===== src/rtl/lighting_system.sv =====
`default_nettype none
// ============================================================================
// lighting_system : shade/lamp controller driven by time-of-day, with lamp
//                   count ramped toward a target at a programmable step rate
// Revision 1.0
// ============================================================================
module lighting_system (
  input  logic        clk,
  input  logic        rst,
  input  logic [3:0]  tcode,
  input  logic [3:0]  ulight,
  input  logic [3:0]  lenght,
  output logic [3:0]  wshade,
  output logic [3:0]  lightnum,
  output logic [15:0] lightstate
);

  localparam logic [3:0] C_MORNING = 4'b0001;
  localparam logic [3:0] C_DAY     = 4'b0010;
  localparam logic [3:0] C_EVENING = 4'b0100;
  localparam logic [3:0] C_NIGHT   = 4'b1000;

  logic [3:0] w_shade;
  logic [3:0] w_target;
  logic [3:0] w_period;
  logic [3:0] w_last;
  logic [3:0] r_cnt;

  // Unrecognised codes (none or several bits set) fall back to everything off.
  always_comb begin
    w_shade  = 4'b0000;
    w_target = 4'd0;
    case (tcode)
      C_MORNING: begin
        w_shade  = 4'b0011;
        w_target = ulight >> 1;
      end
      C_DAY: begin
        w_shade  = 4'b1111;
        w_target = 4'd0;
      end
      C_EVENING: begin
        w_shade  = 4'b0011;
        w_target = ulight;
      end
      C_NIGHT: begin
        w_shade  = 4'b0000;
        w_target = ulight;
      end
      default: begin
        w_shade  = 4'b0000;
        w_target = 4'd0;
      end
    endcase
  end

  assign w_period = (lenght == 4'd0) ? 4'd1 : lenght;
  assign w_last   = w_period - 4'd1;

  // ">=" rather than "==" so a shortened period mid-ramp steps on the next edge.
  always_ff @(posedge clk) begin
    if (rst) begin
      wshade   <= 4'b0000;
      lightnum <= 4'd0;
      r_cnt    <= 4'd0;
    end else begin
      wshade <= w_shade;
      if (lightnum == w_target) begin
        r_cnt <= 4'd0;
      end else if (r_cnt >= w_last) begin
        r_cnt    <= 4'd0;
        lightnum <= (lightnum < w_target) ? lightnum + 4'd1 : lightnum - 4'd1;
      end else begin
        r_cnt <= r_cnt + 4'd1;
      end
    end
  end

  generate
    for (genvar k = 0; k < 16; k++) begin : g_therm
      assign lightstate[k] = (lightnum > 4'(k));
    end
  endgenerate

endmodule
`default_nettype wire


===== config.mk =====
export PLATFORM = sky130hd
export DESIGN_NAME = lighting_system
export DESIGN_NICKNAME = d
export VERILOG_FILES = /design/src/rtl/lighting_system.sv
export SDC_FILE = /design/constraint.sdc
export NUM_CORES = 1
export LEC_CHECK = 0
export BUFFER_PORTS_ARGS = -buffer_cell sky130_fd_sc_hd__buf_4
export CORE_MARGIN = 5
export CORE_UTILIZATION = 46
export CTS_BUF_LIST = sky130_fd_sc_hd__clkbuf_4 sky130_fd_sc_hd__clkbuf_8
export DETAILED_ROUTE_END_ITERATION = 6
export MAX_ROUTING_LAYER = met4
export PLACE_DENSITY = 0.88
export SLEW_MARGIN = 0
export SYNTH_ARGS = -nofsm -noshare
export SYNTH_HDL_FRONTEND = slang
export SYNTH_SLANG_ARGS = --single-unit
export TNS_END_PERCENT = 50

===== constraint.sdc =====
create_clock -name clk -period 2.05 [get_ports clk]
set_input_delay 0 -clock clk [delete_from_list [all_inputs] [get_ports clk]]
set_output_delay 0 -clock clk [all_outputs]
set_load 0.05 [all_outputs]

After elaboration in Yosys (flattened, before gate mapping)
Index checks and enable logic that the tools add are counted.
{"block": "totals", "regBits": 12, "input_bits": 14, "out_inout_bits": 24, "elab_cells": 40}
{"block": "op_classes", "addsub": 4, "order_cmp": 18, "eq_ne": 5, "n_mux": 4, "n_bitwise": 1, "reduce_logical": 5}
{"op": "$gt A4 B4 Y1 const B", "count": 8}
{"op": "$gt A4 B3 Y1 const B", "count": 4}
{"op": "$pmux W4 S2", "count": 2}
{"op": "$add A4 B1 Y4 const B", "count": 2}
{"op": "$gt A4 B1 Y1 const B", "count": 2}
{"op": "$gt A4 B2 Y1 const B", "count": 2}
{"op": "$mux W4", "count": 2}
{"op": "$sub A4 B1 Y4 const B", "count": 2}
{"op": "$eq A4 B1 Y1 const B", "count": 1}
{"op": "$eq A4 B2 Y1 const B", "count": 1}
{"op": "$eq A4 B3 Y1 const B", "count": 1}
{"op": "$eq A4 B4 Y1", "count": 1}
{"op": "$eq A4 B4 Y1 const B", "count": 1}
{"op": "$ge A4 B4 Y1", "count": 1}
{"op": "$logic_not A4 Y1", "count": 1}
{"op": "$lt A4 B4 Y1", "count": 1}
{"op": "$reduce_or A2 Y1", "count": 2}
{"op": "$reduce_or A3 Y1", "count": 1}
{"op": "$reduce_and A2 Y1", "count": 1}
{"op": "$not A1 Y1", "count": 1}

Depth between registers and ports, before layout
{"block": "depth", "word_depth": 6, "depth_mapped": 11, "depth_no_buf": 11}

Least setup slack after synthesis
OpenSTA, ideal clock, no wires.
{"block": "synth_path", "path_type": "register to register", "start": "reg lightnum[0]", "end": "reg lightnum[2]", "setup_time_ps": 121, "t_arrival_ps": 2308, "required_time_ps": 1929, "slack_ps": -379, "stages_incl_launch_ff": 8, "path_buffers": 1, "period_less_slack_ps": 2429, "path_cell_list": "dfxtp_1 -> inv_1 -> ha_1 -> and4_4 -> or3_1 -> buf_6 -> a21oi_2 -> mux2_4"}
{"block": "synth_via", "elab_chain_len": 3, "elab_cells_between_ends": 7, "classes_between": "add/sub (2); order compare (1); eq/ne (1); mux (1); bitwise (1); reduce/logical (1)"}
{"element": "start, declared", "line": "14", "source": "output logic [3:0] lightnum,"}
{"element": "start signal, assigned", "line": "72", "source": "lightnum <= (lightnum < w_target) ? lightnum + 4'd1 : lightnum - 4'd1;"}
{"element": "branches (longest 3 deep; another with $sub A4 B1 Y4)"}
Parallel ways; which one is timed is not known.
A chain may end at the register's enable or synchronous reset.

Worst setup path in the final report
{"block": "layout_path", "start": "in tcode[0]", "end": "reg lightnum[2]"}
{"block": "layout_via", "elab_chain_len": 6, "elab_cells_between_ends": 10, "classes_between": "order compare (1); eq/ne (4); mux (2); bitwise (1); reduce/logical (2)"}
{"element": "start, declared", "line": "10", "source": "input logic [3:0] tcode,"}
{"element": "$eq A4 B4 Y1 or $eq A4 B3 Y1 (tied branches)", "line": "33", "source": "case (tcode)"}
{"element": "$reduce_or A2 Y1 (no line)"}
{"element": "$pmux W4 S2 *", "line": "33"}
{"element": "branches (longest 3 deep; another with $lt A4 B4 Y1)"}
Mark *: on every way between the ends.

==> results by group <==
Layout
  • Antenna fix cells: 0
  • Fill cell count: 178
  • Nets: 205
  • Final cell count without fillers: 204
  • P&R area growth vs syn: 45.0%
  • Post-route design area: 1460 um^2
  • Share of layout cells above drive strength 1: 39.8%
  • Final Util: 68.0%

Critical path
  • Worst R2R Setup Slack: 0.13 ns
  • Worst path required time: 2.22 ns
  • CP max FO: 5
  • Critical path type: in2reg
  • Startpoint Class: input pin
  • CP endpoint kind: flip-flop
  • Worst Path Arrival: 2.10 ns

STA
  • Hold Fails Final Rpt: 0
  • Clk_skew: 0.00883 ns
  • Total negative slack: 0 ns
  • Final Critical Period: 1.92 ns
  • Final Setup Violations: 0
  • Final worst path period share: 93.9%
  • Fmax: 520 MHz
  • Unrepaired setup endpoints after global routing: false
  • Slew Limit Fails: 0

Logic synthesis
  • Flip-flop and latch count after synthesis: 10
  • Area contributors post-synth: dfxtp_1, ha_1, nor2_1
  • Syn Inst Count: 129
  • Synth area leader: dfxtp_1
  • Yosys warnings: 0
  • Synth cell types: 39
  • Synth Area per Inst: 7.81 um^2
  • Cell Area, Synth: 1010 um^2
  • Sequential area share after synthesis: 19.9%
  • Yosys top cell area share: 19.9%
  • Mapped Nets: 157

Route
  • Initial drt markers: 27
  • Vias per inst: 5.43
  • ANT nets after route: 0
  • First-pass DRT Iterations: 5
  • Wire length per cell: 14.3 um
  • Post-route DRC: 0
  • Overall routed net length: 2.92 mm
  • Detailed-route via count: 1,108

GRT
  • First-pass GRT wire length: 4.80 mm
  • GRT Residual Overflow: 0
  • Vias in the first global route: 1,122
  • Global Route Usage Sum: 19.1%
  • Largest net degree at the start of global routing: 14
  • Antenna violations before repair: 0

Run
  • MaxCap Viol Count: 0

Power
  • Total chip power: 1.18 mW
  • Leak Pwr: 0.724 nW
  • Max IR drop VDD: 0.587 mV
  • PwrDens: 810 nW/um^2

Die
  • Ports: 38
  • DIE AREA: 3230 um^2
  • Die Span X: 56.8 um
  • FP Rows: 17
  • Core area: 2150 um^2
  • Initial core utilization: 46.9%
  • Die span in y: 56.8 um

Clocking
  • CTS buffer count: 3
  • TritonCTS clock tree: yes
  • Root Driver: clkbuf_4
  • Worst-skew pair later-pin latency: 0.28 ns
  • Htree depth: 1
  • Max clock buf depth: 2
  • Clk sink count: 10
  • Clock Pin Slew Worst Setup and Hold Paths: 0.08 ns

Placement
  • IO Port Bufs: 36
  • Post-DP Area: 1380 um^2
  • Global placer's final weighted congestion: 0.798
  • Detailed Place HPWL: 2.31 mm
  • Placed instance count: 199

Outcome
  • Status: completed

Worst hold path
  • Min-delay worst type: in2reg
cell usage in the layout, fill, tap and decap left out, types with 2 or more instances in the layout:
| cell type | n |
|---|---|
| nand2_1 | 6 |
| nor3_1 | 5 |
| o21bai_1 | 2 |
| o21a_1 | 2 |
| a22oi_1 | 3 |
| ha_1 | 13 |
| inv_1 | 10 |
| xnor2_1 | 3 |
| clkbuf_4 | 3 |
| nor2b_2 | 2 |
| nor2b_1 | 2 |
| o21ai_1 | 2 |
| xor2_1 | 2 |
| dfxtp_1 | 9 |
| nor2_1 | 17 |
| o21ai_0 | 4 |
| nand2b_1 | 4 |
| nand3_1 | 5 |
| a21oi_1 | 4 |
| buf_4 | 51 |
logic make-up (layout without fill, tap and decap cells):
logic type	after synthesis	after routing	share of synthesized area, %
xor gates and xnor gates	5	5	4.35
adders and majority gates	14	14	17.4
buffers and inverters	19	66	8.94
AOI/OAI and AO/OA	28	28	21.4
and+or+nand+nor	51	51	26.2
other	1	1	0.372
muxes	1	1	1.49
DFF	10	10	19.9
metal layers:
| layer | global-route usage (%) | wire (um) |
|---|---|---|
| met5 | - | 0 |
| met4 | 7.28 | 92 |
| met3 | 2.99 | 172 |
| met2 | 36.8 | 1570 |
| met1 | 18.9 | 1090 |
critical path, stage by stage:
cell	delay, ns
buf_4	0.13
nor2b_2	0.16
buf_4	0.13
a22oi_1	0.13
nor2_1	0.06
a31oi_1	0.14
nor2_1	0.06
ha_1	0.27
and4_4	0.15
or3_1	0.40
a21oi_2	0.15
mux2_4	0.31
flip-flops by register name, summed over array words and instances, names as in the netlist:
| signal | count |
|---|---|
| r_cnt | 4 |
| lightnum | 4 |
| wshade | 2 |
synth_stat cells:
cell type / n
or4b_1: 1
nand3b_1: 1
inv_1: 10
o211ai_2: 1
nor2_1: 18
a31oi_1: 1
nor3_1: 6
o211a_1: 1
buf_6: 1
and4_4: 1
xor2_1: 2
clkbuf_1: 5
a21oi_1: 4
nand2_1: 6
buf_4: 3
o21a_1: 2
and3_1: 1
dfxtp_1: 10
a2111oi_1: 1
xnor2_1: 3
o21ai_0: 6
nand3_1: 5
a21oi_2: 1
a21boi_0: 1
mux2_4: 1
a2111oi_4: 1
o31ai_1: 1
a211oi_1: 1
a21o_1: 1
nor3b_1: 1
nand2b_1: 4
a22oi_1: 3
o211ai_1: 1
or3_1: 2
nor2b_1: 4
nand2b_4: 1
o21bai_1: 2
conb_1: 1
ha_1: 14
worst paths after layout:
path | from | endpoint | depth (start not counted)
max reg2reg | lightnum[0]$_SDFFE_PP0P_ | lightnum[2]$_SDFFE_PP0P_ | 6
min reg2reg | r_cnt[0]$_SDFF_PP0_ | r_cnt[0]$_SDFF_PP0_ | 1
min | tcode[1] | wshade[2]$_SDFF_PP0_ | 3
max | tcode[0] | lightnum[2]$_SDFFE_PP0P_ | 12
where the power goes:
| part | switching (mW) | total, mW | internal [mW] |
|---|---|---|---|
| logic | 0.461 | 0.762 | 0.301 |
| registers | 0.0196 | 0.233 | 0.213 |
| clock network | 0.0796 | 0.188 | 0.108 |
| total | 0.560 | 1.18 | 0.622 |
layout make-up:
type	count	area, um^2	share of cell area, %
repair buffers	52	393	26.9
clock buffers	4	36.3	2.49
inverters	10	37.5	2.57
multi-input cells	100	757	51.8
flip-flops and latches	10	201	13.8
well taps	28	35.0	2.40
through the flow:
| stage | setup slack, ns | hold WS [ns] |
|---|---|---|
| after floorplan | -0.249 | 0.143 |
| after global placement | -0.0798 | 0.240 |
| after detailed placement | -0.208 | 0.247 |
| after CTS | 0.0360 | 0.0166 |
| after global routing | 0.0250 | 0.0209 |
| final | 0.126 | 0.0149 |
repair_timing:
item                                    4_1_cts  5_1_grt
pin swaps                                     0        2
gates resized for setup                       1        7
setup buffers                                 0        0
hold endpoints to repair                      4        0
hold buffers                                  1        0
endpoints found under the setup margin        1        3
Power figures use the tool's default switching activity.
